File: src/rtl/mmio_uart_tx.sv
// BRAM-style memory-mapped UART transmitter: TX FIFO feeding an 8N1 LSB-first serialiser.
// Define MMIO_UART_TX_PARITY_EN to add an optional even/odd parity bit controlled from DIV[17:16].
module mmio_uart_tx #(
    parameter logic [31:0] BASE_ADDR   = 32'h1000_0000,
    parameter int          FIFO_DEPTH  = 16,
    parameter logic [15:0] DEFAULT_DIV = 16'd868
) (
    input  logic        clk,
    input  logic        rst_n,
    input  logic [31:0] addr,
    output logic [31:0] rd_data,
    input  logic        wr_en,
    input  logic [31:0] wr_addr,
    input  logic [31:0] wr_data,
    input  logic [3:0]  byte_en,
    output logic        tx,
    output logic        tx_busy
);
    localparam int AW = $clog2(FIFO_DEPTH);
    localparam logic [AW:0] DEPTH_L = (AW+1)'(FIFO_DEPTH);
    localparam logic [AW:0] PTR_ONE = {{AW{1'b0}}, 1'b1};

    typedef enum logic [2:0] {IDLE, START, DATA, PARITY, STOP} state_t;

    // Write port: a write is taken on every rising edge where wr_en is high; there is no
    // ready back-pressure, so unmapped writes and pushes into a full FIFO are simply dropped.
    logic        wr_hit, rd_hit;
    logic        push_req, push, pop, ovf_clr, div_wr;
    logic        full, empty, ovf;
    logic [AW:0] wr_ptr, rd_ptr, count;
    logic [7:0]  mem [FIFO_DEPTH];
    logic [7:0]  fifo_head;
    logic [15:0] div;
    logic [31:0] div_rd, status_rd, rd_next;

    assign wr_hit   = wr_en && (wr_addr[31:4] == BASE_ADDR[31:4]);
    assign rd_hit   = (addr[31:4] == BASE_ADDR[31:4]);
    assign push_req = wr_hit && (wr_addr[3:2] == 2'd0) && byte_en[0];
    assign ovf_clr  = wr_hit && (wr_addr[3:2] == 2'd1) && byte_en[0] && wr_data[3];
    assign div_wr   = wr_hit && (wr_addr[3:2] == 2'd2);

    assign count     = wr_ptr - rd_ptr;
    assign full      = (count == DEPTH_L);
    assign empty     = (count == '0);
    assign push      = push_req && !full;
    assign fifo_head = mem[rd_ptr[AW-1:0]];

    always_ff @(posedge clk or negedge rst_n) begin
        if (!rst_n) begin
            wr_ptr <= '0;
            rd_ptr <= '0;
            ovf    <= 1'b0;
        end else begin
            if (push) wr_ptr <= wr_ptr + PTR_ONE;
            if (pop)  rd_ptr <= rd_ptr + PTR_ONE;
            // A drop in the same cycle as a clear leaves OVF set.
            if (push_req && full) ovf <= 1'b1;
            else if (ovf_clr)     ovf <= 1'b0;
        end
    end

    always_ff @(posedge clk) begin
        if (push) mem[wr_ptr[AW-1:0]] <= wr_data[7:0];
    end

    always_ff @(posedge clk or negedge rst_n) begin
        if (!rst_n) begin
            div <= DEFAULT_DIV;
        end else if (div_wr) begin
            if (byte_en[0]) div[7:0]  <= wr_data[7:0];
            if (byte_en[1]) div[15:8] <= wr_data[15:8];
        end
    end

`ifdef MMIO_UART_TX_PARITY_EN
    logic par_en, par_odd, par_on_q, par_bit_q;

    always_ff @(posedge clk or negedge rst_n) begin
        if (!rst_n) begin
            par_en    <= 1'b0;
            par_odd   <= 1'b0;
            par_on_q  <= 1'b0;
            par_bit_q <= 1'b0;
        end else begin
            if (div_wr && byte_en[2]) begin
                par_en  <= wr_data[16];
                par_odd <= wr_data[17];
            end
            // Parity settings are frozen per frame, like div_eff.
            if (pop) begin
                par_on_q  <= par_en;
                par_bit_q <= (^fifo_head) ^ par_odd;
            end
        end
    end

    assign div_rd = {14'b0, par_odd, par_en, div};
`else
    assign div_rd = {16'b0, div};
`endif

    assign status_rd = {16'b0, 8'(count), 4'b0, ovf, tx_busy, empty, full};

    always_comb begin
        rd_next = '0;
        if (rd_hit) begin
            case (addr[3:2])
                2'd1:    rd_next = status_rd;
                2'd2:    rd_next = div_rd;
                default: rd_next = '0;
            endcase
        end
    end

    always_ff @(posedge clk or negedge rst_n) begin
        if (!rst_n) rd_data <= '0;
        else        rd_data <= rd_next;
    end

    state_t      state, state_d;
    logic [7:0]  shift, shift_d;
    logic [15:0] baud, baud_d, div_eff, div_eff_d;
    logic [2:0]  bit_cnt, bit_d;
    logic        tx_d, load, tx_idle_q;

    always_ff @(posedge clk or negedge rst_n) begin
        if (!rst_n) begin
            state     <= IDLE;
            shift     <= '0;
            baud      <= '0;
            div_eff   <= 16'd1;
            bit_cnt   <= '0;
            tx        <= 1'b1;
            tx_idle_q <= 1'b1;
        end else begin
            state     <= state_d;
            shift     <= shift_d;
            baud      <= baud_d;
            div_eff   <= div_eff_d;
            bit_cnt   <= bit_d;
            tx        <= tx_d;
            tx_idle_q <= (state == IDLE);
        end
    end

    // baud counts each bit period down from div_eff-1; tx is the registered line level,
    // so the wire trails the state by one cycle.
    always_comb begin
        state_d   = state;
        shift_d   = shift;
        baud_d    = baud;
        div_eff_d = div_eff;
        bit_d     = bit_cnt;
        tx_d      = 1'b1;
        load      = 1'b0;
        pop       = 1'b0;
        case (state)
            IDLE: load = !empty;
            START: begin
                tx_d = 1'b0;
                if (baud == '0) begin
                    baud_d  = div_eff - 16'd1;
                    state_d = DATA;
                end else begin
                    baud_d = baud - 16'd1;
                end
            end
            DATA: begin
                tx_d = shift[0];
                if (baud == '0) begin
                    baud_d  = div_eff - 16'd1;
                    shift_d = {1'b0, shift[7:1]};
                    bit_d   = bit_cnt + 3'd1;
                    if (bit_cnt == 3'd7) begin
`ifdef MMIO_UART_TX_PARITY_EN
                        state_d = par_on_q ? PARITY : STOP;
`else
                        state_d = STOP;
`endif
                    end
                end else begin
                    baud_d = baud - 16'd1;
                end
            end
`ifdef MMIO_UART_TX_PARITY_EN
            PARITY: begin
                tx_d = par_bit_q;
                if (baud == '0) begin
                    baud_d  = div_eff - 16'd1;
                    state_d = STOP;
                end else begin
                    baud_d = baud - 16'd1;
                end
            end
`endif
            STOP: begin
                tx_d = 1'b1;
                if (baud == '0) begin
                    if (!empty) load = 1'b1;
                    else        state_d = IDLE;
                end else begin
                    baud_d = baud - 16'd1;
                end
            end
            default: state_d = IDLE;
        endcase
        if (load) begin
            pop       = 1'b1;
            shift_d   = fifo_head;
            div_eff_d = (div == '0) ? 16'd1 : div;
            baud_d    = div_eff_d - 16'd1;
            bit_d     = '0;
            state_d   = START;
        end
    end

    // tx_idle_q covers the final stop-bit cycle still on the wire after the FSM returns to IDLE.
    assign tx_busy = !empty || (state != IDLE) || !tx_idle_q;

    logic unused_bits;
    assign unused_bits = ^{addr[1:0], wr_addr[1:0], wr_data[31:16], byte_en[3:2]};

endmodule

File: config.mk
export PLATFORM = sky130hd
export DESIGN_NAME = mmio_uart_tx
export DESIGN_NICKNAME = d
export VERILOG_FILES = /design/src/rtl/mmio_uart_tx.sv
export SDC_FILE = /design/constraint.sdc
export NUM_CORES = 1
export LEC_CHECK = 0
export ABC_AREA = 1
export CORE_MARGIN = 5
export CORE_UTILIZATION = 24
export DETAILED_ROUTE_END_ITERATION = 16
export GPL_TIMING_DRIVEN = 0
export PLACE_DENSITY_LB_ADDON = 0.05
export SLEW_MARGIN = 20
export SYNTH_ARGS = -nofsm -noshare
export SYNTH_HDL_FRONTEND = slang
export SYNTH_SLANG_ARGS = --single-unit
File: constraint.sdc
create_clock -name clk -period 3.1 [get_ports clk]
set_clock_uncertainty 0.1 [all_clocks]
set_input_delay 0.62 -clock clk [delete_from_list [all_inputs] [get_ports clk]]
set_output_delay 0.62 -clock clk [all_outputs]
set_load 0.05 [all_outputs]
Word-level counts from Yosys, hierarchy flattened
Memory sizes are Yosys's and may differ from the RTL's.
Index checks and enable logic that the tools add are counted.
{"block": "totals", "mem_count": 1, "word_cells": 98, "input_bits": 103, "ramBits": 128, "register_bits": 107, "output_inout_bits": 34}
{"name": "mem", "depth": 16, "word_bits": 8, "read_ports": 1, "rd_ports_with_merged_regs": 0, "wr": 1, "line_no": "31", "source": "logic [7:0] mem [FIFO_DEPTH];"}
{"block": "classes", "n_eq_ne": 18, "n_mux": 29, "add_sub_neg": 7, "reduce_logical": 30}
{"cell": "2-to-1 mux 16 bit", "n": 5}
{"cell": "case mux 16 bit (2 select lines)", "n": 2}
{"cell": "equality test 28 x 25 -> 1 bit, second input constant", "n": 2}
{"cell": "subtractor 16 x 1 -> 16 bit, second input constant", "n": 3}
{"cell": "logical NOT 16 bit", "n": 2}
{"cell": "2-to-1 mux 3 bit", "n": 9}
{"cell": "2-to-1 mux 8 bit", "n": 3}
{"cell": "!= test 3 bit, second input constant", "n": 6}
{"cell": "case mux 3 bit (4 select lines)", "n": 1}
{"cell": "adder 5 x 1 -> 5 bit, second input constant", "n": 2}
{"cell": "logical AND 1 bit", "n": 9}
{"cell": "AND reduction 2 bit", "n": 4}
{"cell": "2-to-1 mux 1 bit", "n": 7}
{"cell": "equality test 3 bit, second input constant", "n": 2}
{"cell": "AND reduction 6 bit", "n": 1}
{"cell": "nonzero test 2 bit", "n": 3}
{"cell": "nonzero test 3 bit", "n": 2}
{"cell": "equality test 5 bit, second input constant", "n": 1}
{"cell": "logical NOT 5 bit", "n": 1}
{"cell": "subtractor 5 bit", "n": 1}
{"cell": "equality test 2 x 1 -> 1 bit, second input constant", "n": 2}
{"cell": "equality test 2 bit, second input constant", "n": 2}
{"cell": "case mux 1 bit (2 select lines)", "n": 2}
{"cell": "adder 3 x 1 -> 3 bit, second input constant", "n": 1}
{"cell": "other kinds (8)", "n": 11}

Logic depth before layout (Yosys ltp)
{"block": "depth", "ltp_word": 7, "depth_mapped": 16, "depth_no_buf": 15}

Worst setup path before layout
Ideal clock, no wire load.
{"block": "synth_timing", "kind": "flip-flop to output port", "start": "register wr_ptr[0]", "end": "output port tx_busy", "path_buffers": 0, "setup_slack_ns": 0.255, "t_required_ns": 2.380, "path_stages_with_launch": 10, "arrival_ns": 2.125, "cell_sequence": "dfrtp_1 -> inv_1 -> ha_1 -> fa_1 -> nand3b_1 -> nand2_1 -> nand2_1 -> nand2_1 -> nand3_1 -> nand3b_1"}
{"block": "synth_via", "elab_chain_cells": 5}
{"item": "start: declaration", "line_no": "30", "source": "logic [AW:0] wr_ptr, rd_ptr, count;"}
{"item": "start signal: assignment", "line_no": "54", "source": "if (push) wr_ptr <= wr_ptr + PTR_ONE;"}
{"item": "subtractor 5 bit", "line_no": "42", "source": "assign count = wr_ptr - rd_ptr;"}
{"item": "logical NOT 5 bit", "line_no": "44", "source": "assign empty = (count == '0);"}
{"item": "logical NOT 1 bit", "line_no": "218", "source": "assign tx_busy = !empty || (state != IDLE) || !tx_idle_q;"}
{"item": "logical OR 1 bit (2 in series)", "line_no": "218"}
{"item": "end: declaration", "line_no": "17", "source": "output logic tx_busy"}
Every way passes these cells.

Worst setup path in the final report
{"block": "layout_timing", "start": "register rd_ptr[0]", "end": "output port tx_busy"}
{"block": "layout_via", "elab_chain_cells": 5}
{"item": "start: declaration", "line_no": "30"}
{"item": "start signal: assignment", "line_no": "55", "source": "if (pop) rd_ptr <= rd_ptr + PTR_ONE;"}
{"item": "subtractor 5 bit", "line_no": "42"}
{"item": "logical NOT 5 bit", "line_no": "44"}
{"item": "logical NOT 1 bit", "line_no": "218"}
{"item": "logical OR 1 bit (2 in series)", "line_no": "218"}
Every way passes these cells.

==> flow_summary_export.csv <==
group,metric,value,unit
outcome,status,"finished, violations left",
outcome,violations,"negative setup slack",
clock_network,ctsLongestPathBuffers,3,
die,start_util,24.15,%
logic_synthesis,seq_area_frac_synth,56.19,%
critical_path,cp-start-kind,"register",
die,die_x,223.2,um
critical_path,critPathLaunch,"rd_ptr[0]",
detailed_routing,vias_per_cell,4.298,
timing,period_needed,3199,ps
logic_synthesis,synth-seq-cells,219,
critical_path,critPathArrivalTime,2480,ps
critical_path,worst-path-stages,7,
critical_path,max_stage_delay,530,ps
grt,grt_pass1_vias,8930,
place,gp_congestion,0.7604,
place,dp.cells,1949,
logic_synthesis,synth_commonest_cells,"310 x nand2_1, 190 x nor2_1, 128 x edfxtp_1, 98 x inv_1, 94 x nand3_1",
critical_path,crit_chain,"ha_4 -> fa_2 -> nand2_1 -> nor2_4 -> nand3_4 -> nand3b_1 -> buf_6",
timing,hold_viol,0,
grt,track_usage,14.45,%
timing,grt_setup_unrepaired,"true",
die,die_h,223.2,um
critical_path,reg2reg_from,"rd_ptr[0]",
job,drv_cap,0,
timing,max_clock_freq,312.6,MHz
logic_synthesis,synth_edf_count,128,
detailed_routing,drt_iter0_markers,442,
critical_path,critPathKind,"reg2out",
critical_path,cp-endpoint,"tx_busy",
finish,n_antenna_cell,0,
timing,fin_ws,-99.33,ps
clock_network,cts_root_buf,"clkbuf_16",
timing,max-slew-margin-rel,35.23,%
grt,grt-ovfl-total,0,
finish,syn_to_final_growth,28.48,%
clock_network,clkSinkCount,219,
grt,antenna_found_initial,0,
clock_network,clk_pin_slew,60,ps
die,rows,78,
critical_path,worstReg2RegEnd,"mem[9][1]",
detailed_routing,vias,8639,
worst_hold_path,hold_class,"reg2reg",
finish,stdcell_count,2010,
clock_network,cts_tree,"done",
logic_synthesis,synth_top_area_share,35.23,%
timing,fin_hold_ws,373.2,ps
critical_path,required,2380,ps
logic_synthesis,synth.avg_cell_area,8.835,um2
critical_path,r2r_cells,9,
timing,final_max_slew_viol_count,0,
detailed_routing,post_drt_wl_per_cell,18.17,um
critical_path,crit_buf_inv,1,
grt,grt_max_degree,56,
finish,layout.nets,1510,
timing,setup_viol,1,
logic_synthesis,async_reset_ff_share,41.55,%
detailed_routing,ant_nets,0,
logic_synthesis,synth_cell_type_count,42,
logic_synthesis,yosysMostFrequentCell,"nand2_1",
worst_hold_path,min_path_cells,1,
logic_synthesis,ys_top_cells_by_area,"edfxtp_1 35%, dfrtp_1 19%, nand2_1 11%",
power_and_ir_drop,p_leak,0.005835,uW
finish,drive_gt1_share,11.35,%
critical_path,critPathSlowestCell,"fa_2",
place,dpl_worst_slack,-1288,ps
place,dp_hpwl,26550,um
timing,fin_crit_sh,103.2,%
detailed_routing,dr.pass1.iters,5,
die,core,0.04519,mm2
clock_network,htree_levels,1,
logic_synthesis,synth_top_cell_by_area,"edfxtp_1",
grt,grt_pass1_wl,55750,um
logic_synthesis,ys.flop_type,"edfxtp_1",
die,io_pins,137,
logic_synthesis,syn_inst,1235,
clock_network,numCtsBuffers,27,
logic_synthesis,yosys_warnings,0,
detailed_routing,wirelength,36530,um
place,io_buffers,98,
power_and_ir_drop,vdd_drop_max,0.4131,mV
critical_path,critPathCaptureType,"primary output",
power_and_ir_drop,p_total,12200,uW
clock_network,insertion_delay,570,ps
timing,tightest_slew,968.5,ps
die,die-area,0.04983,mm2
logic_synthesis,syn-cell-area,0.01091,mm2
critical_path,r2r_slack,200,ps
detailed_routing,route.detailed.drc,0,
critical_path,crit_family,"adder cells",
power_and_ir_drop,powerDensity,870.2,mW/mm2
critical_path,crit_fanout,2,
## worst min path at each step
stage,from,endpoint,slack [ps]
global route,state[0],tx_idle_q,390
finish,state[0],tx_idle_q,370
global placement,state[0],tx_idle_q,360
detailed placement,state[0],tx_idle_q,350
CTS,state[0],tx_idle_q,370
floorplan,rst_n,baud[0],220
## cell usage in the layout, fill, tap and decap left out, drive strengths merged, types with 2 or more instances in the layout
master         netlist  final
dfrtp               83     83
a21oi               15     15
clkbuf              17     50
buf                 38     54
inv                104    104
nor3                10     10
xor2                22     22
nand3b               6      6
ha                  17     17
o21ai              107    107
o22ai               14     14
nand4               11     11
clkdlybuf4s50        0     96
and2                 2      2
clkinv               2      9
nor2               199    199
nand2              314    314
o211ai              14     14
or2                  4      4
conb                 1     16
nand3               98     98
nor4                 8      8
xnor2                9      9
bufinv               0      4
edfxtp             128    128
dfstp                8      8
clkinvlp             0      3
## what timing repair did
action	CTS	global route
hold buffers	1	0
setup endpoints to repair	181	132
endpoints found under the hold margin	35	0
pin swaps	5	6
buffers inserted	12	1
gates resized for setup	51	19
## worst register-to-register path, stage by stage (launching register included)
cell,delay (ps)
dfrtp_2,430
ha_4,170
fa_2,340
xnor2_1,330
nor2_4,90
nand4_1,140
inv_1,110
nor2_4,240
nand2_2,250
nor2_4,350
## cell families (layout without fill, tap and decap cells)
| kind of cell | count (synthesis) | count (layout) | share of synthesized area [%] |
|---|---|---|---|
| simple gates | 652 | 652 | 25.13 |
| other cells | 1 | 16 | 0.03437 |
| xor+xnor | 31 | 31 | 2.488 |
| compound gates | 153 | 153 | 7.568 |
| buf+inv | 161 | 321 | 6.456 |
| flops | 219 | 219 | 56.19 |
| fa+ha+maj | 18 | 18 | 2.133 |
## report_power, final
part	total, uW	internal [uW]	switching, uW
combinational	5600	1810	3790
sequential	3250	3180	76.5
clock	3350	2030	1310
total	12200	7020	5180
## layout make-up
cell class	count	area (um2)
Clock inverter	14	188.9
Multi-Input combinational cell	870	4332
Fill cell	4812	31170
Timing Repair Buffer	113	1147
Sequential cell	219	6137
Inverter	106	411.6
Clock buffer	36	749.5
Tap cell	600	750.7
Buffer	52	302.8
## sequential cells by signal, indices dropped and copies added (netlist names)
signal	flops
mem	128
baud	16
div	16
div_eff	16
rd_data	16
shift	8
rd_ptr	5
wr_ptr	5
bit_cnt	3
state	3
ovf	1
tx	1
tx_idle_q	1
## per-stage QoR
stage               util, %  instance area [um2]  TNS (ps)
detailed placement    28.17                12730   -139560
global route          31.03                14020    -223.7
finish                31.03                14020    -99.33
floorplan                 -                10970         0
global placement      28.11                12700   -384100
CTS                   30.81                13920     -9145
## routing by layer
metal	vias to the layer above	global-route usage, %	part of all wire (%)
li1	4373	-	-
met1	4112	19.02	46
met2	101	25.14	49
met4	0	3.518	2.4
met5	-	0	0
met3	53	2.066	2.6
(Power assumes the default switching activity.)
==> RTL change, RTL diff (same flow settings) <==
Encoding of `state_t`: now one-hot (5 bits for 5 states).
--- a/src/rtl/mmio_uart_tx.sv
+++ b/src/rtl/mmio_uart_tx.sv
@@ -22,3 +22,3 @@
 
-    typedef enum logic [2:0] {IDLE, START, DATA, PARITY, STOP} state_t;
+    typedef enum logic [4:0] {IDLE = 5'b00001, START = 5'b00010, DATA = 5'b00100, PARITY = 5'b01000, STOP = 5'b10000} state_t;
 
Formal check against the unedited RTL: same outputs for any inputs over 4 cycles, from zero or initial values and one cycle with rst_n low; so few cycles prove little.
==> RTL change against the original RTL <==
- the run still ends with negative setup slack left
- worst setup slack improved by 43 ps
- sequential cell count rose by 1
- synthesized area barely moved
- highest routed layer unchanged
- cell area rose by 1.4%
- routed wire length fell by 0.72%
- synthesized cell count fell by 0.57%
- via count rose by 0.28%
- worst hold slack improved by 5.2 ps
Power is not compared: it rests on default switching activity, and its combinational part moved more than twofold at a synthesized area within 25%.
==> RTL change: results (changes against the original RTL) <==
----------------------------------------------------
[Outcome]
  Result of the run ... complete, but fails checks
  Violations in the final reports ... negative setup slack

[Route]
  Routed length on met2 ... 18,000 µm (+0.49%)
  Via/cell ratio ... 4.29 (-0.12%)
  Via count ... 8,663 (+0.28%)
  Final WL ... 36,300 µm (-0.72%)
  Met3 Routed Length ... 901 µm (-3.8%)
  Routed length on met1 ... 16,700 µm (-0.42%)
  Number of DRC violations after detailed-routing iteration 0 ... 457 (+3.4%)

[Setup path]
  R2r startpoint ... wr_ptr[0]$_DFFE_PN0P_
  Max incr delay on CP ... 370 ps (-160 ps)
  Library cell contributing the largest single delay on the critical path ... dfrtp_1
  Logic depth of the worst register-to-register path ... 14 (+5)
  Critical Path Fanout Max ... 3 (+1)
  Data arrival time of the critical path ... 2440 ps (-40 ps)
  Termination of the worst setup path ... tx_busy

[GRT]
  Met1 layer usage reported by global route ... 0.193 (+0.00313)
  Tot GR Track Use ... 0.142 (-0.00236)
  Largest net degree at the start of global routing ... 59 (+5.4%)
  Vias in the first global route ... 8,726 (-2.3%)
  Fraction of met2 tracks used by global routing ... 0.245 (-0.00608)
  Global-route wire length before repair ... 55,000 µm (-1.3%)
  Global-route track usage on met3 ... 0.0174 (-0.00329)
  Antenna violations before repair ... 0 (unchanged)

[Logic synthesis]
  Complex-gate fraction of the synthesized area ... 0.0776 (+0.00189)
  Most numerous cell types in the synthesized netlist ... nand2_1 (314), nor2_1 (199), edfxtp_1 (128)
  Post-Syn Instances ... 1,228 (-0.57%)
  Synth Area in Adders ... 0.0213 (about the same)
  Proportion of synthesized flip-flops having asynchronous set or reset ... 0.418 (+0.00266)
  Cell variety after synth ... 43 (+2.4%)
  Dominant cells by area after synthesis ... edfxtp_1 (35%), dfrtp_1 (19%), nand2_1 (11%)
  Share of synthesized area occupied by flip-flops and latches ... 0.564 (+0.00196)
  Post-synthesis xor/xnor area fraction ... 0.0249 (about the same)

[Hold path]
  Worst Hold End ... bit_cnt[1]$_DFFE_PN0P_
  Hold path startpoint ... bit_cnt[1]$_DFFE_PN0P_
  Cell depth of the worst hold path ... 2 (+1)

[STA]
  Worst setup slack after layout ... -55.9 ps (+43.4 ps)
  Total Negative Setup Slacks ... -55.9 ps (+43.4 ps)
  WHS ... 378 ps (+5.18 ps)
  Setup violation total in the final timing report ... 1 (unchanged)

[Cells and area]
  Fraction of layout instances using a drive strength above 1 ... 0.129 (+0.0156)
  Number of nets in the layout ... 1,520 (+0.66%)

[Placement]
  Placement-stage cell area ... 12,700 µm² (+0.15%)
  I/O Buffers ... 98 (unchanged)
  Placed instance count ... 1,942 (-0.36%)
  Final estimated routing congestion in global placement ... 0.790 (+3.9%)
  Pre-CTS WS ... -1220 ps (+69.8 ps)
  HPWL Detailed ... 26,400 µm (-0.53%)

[Clocking]
  TritonCTS buffer count ... 28 (+3.7%)
  Buffer depth of the longest clock path ... 3 (unchanged)

[Power and ir drop]
  Post-layout total power ... approximately 6.5 mW

----------------------------------------------------
[RTL change: cell types whose count changed in the layout (fill, tap and decap cells not counted), sizes merged, moves of 3 or more]
cell / change
clkbuf: +7
bufinv: -3
o211ai: -7
nor2: +13
nand4: +9
a21oi: +9
buf: +10
inv: -8
nand3b: -3
nand3: -21
nand2: +6
nor3: -5
[RTL change: cell type report]
class,instances,area (µm²)
Timing Repair Buffer,128,1400
Multi-Input combinational cell,869,4330
Clock inverter,12,105
Sequential cell,220,6160
Inverter,99,384
Tap cell,600,751
Fill cell,4752,31000
Clock buffer,37,774
Buffer,53,317
[RTL change: timing repair]
action	in CTS	in global routing
hold buffers	1	0
hold endpoints to repair	34	0
resized for setup	53	10
pin swaps	9	17
endpoints found under the setup margin	181	129
buffers inserted	13	15
[RTL change: worst max-delay path: cells and delay by family, from the launching register on]
family                     cells  cell delay [ps]
adders and majority gates      2              510
and+or+nand+nor                7              780
buffers and inverters          2              230
DFF                            1              370
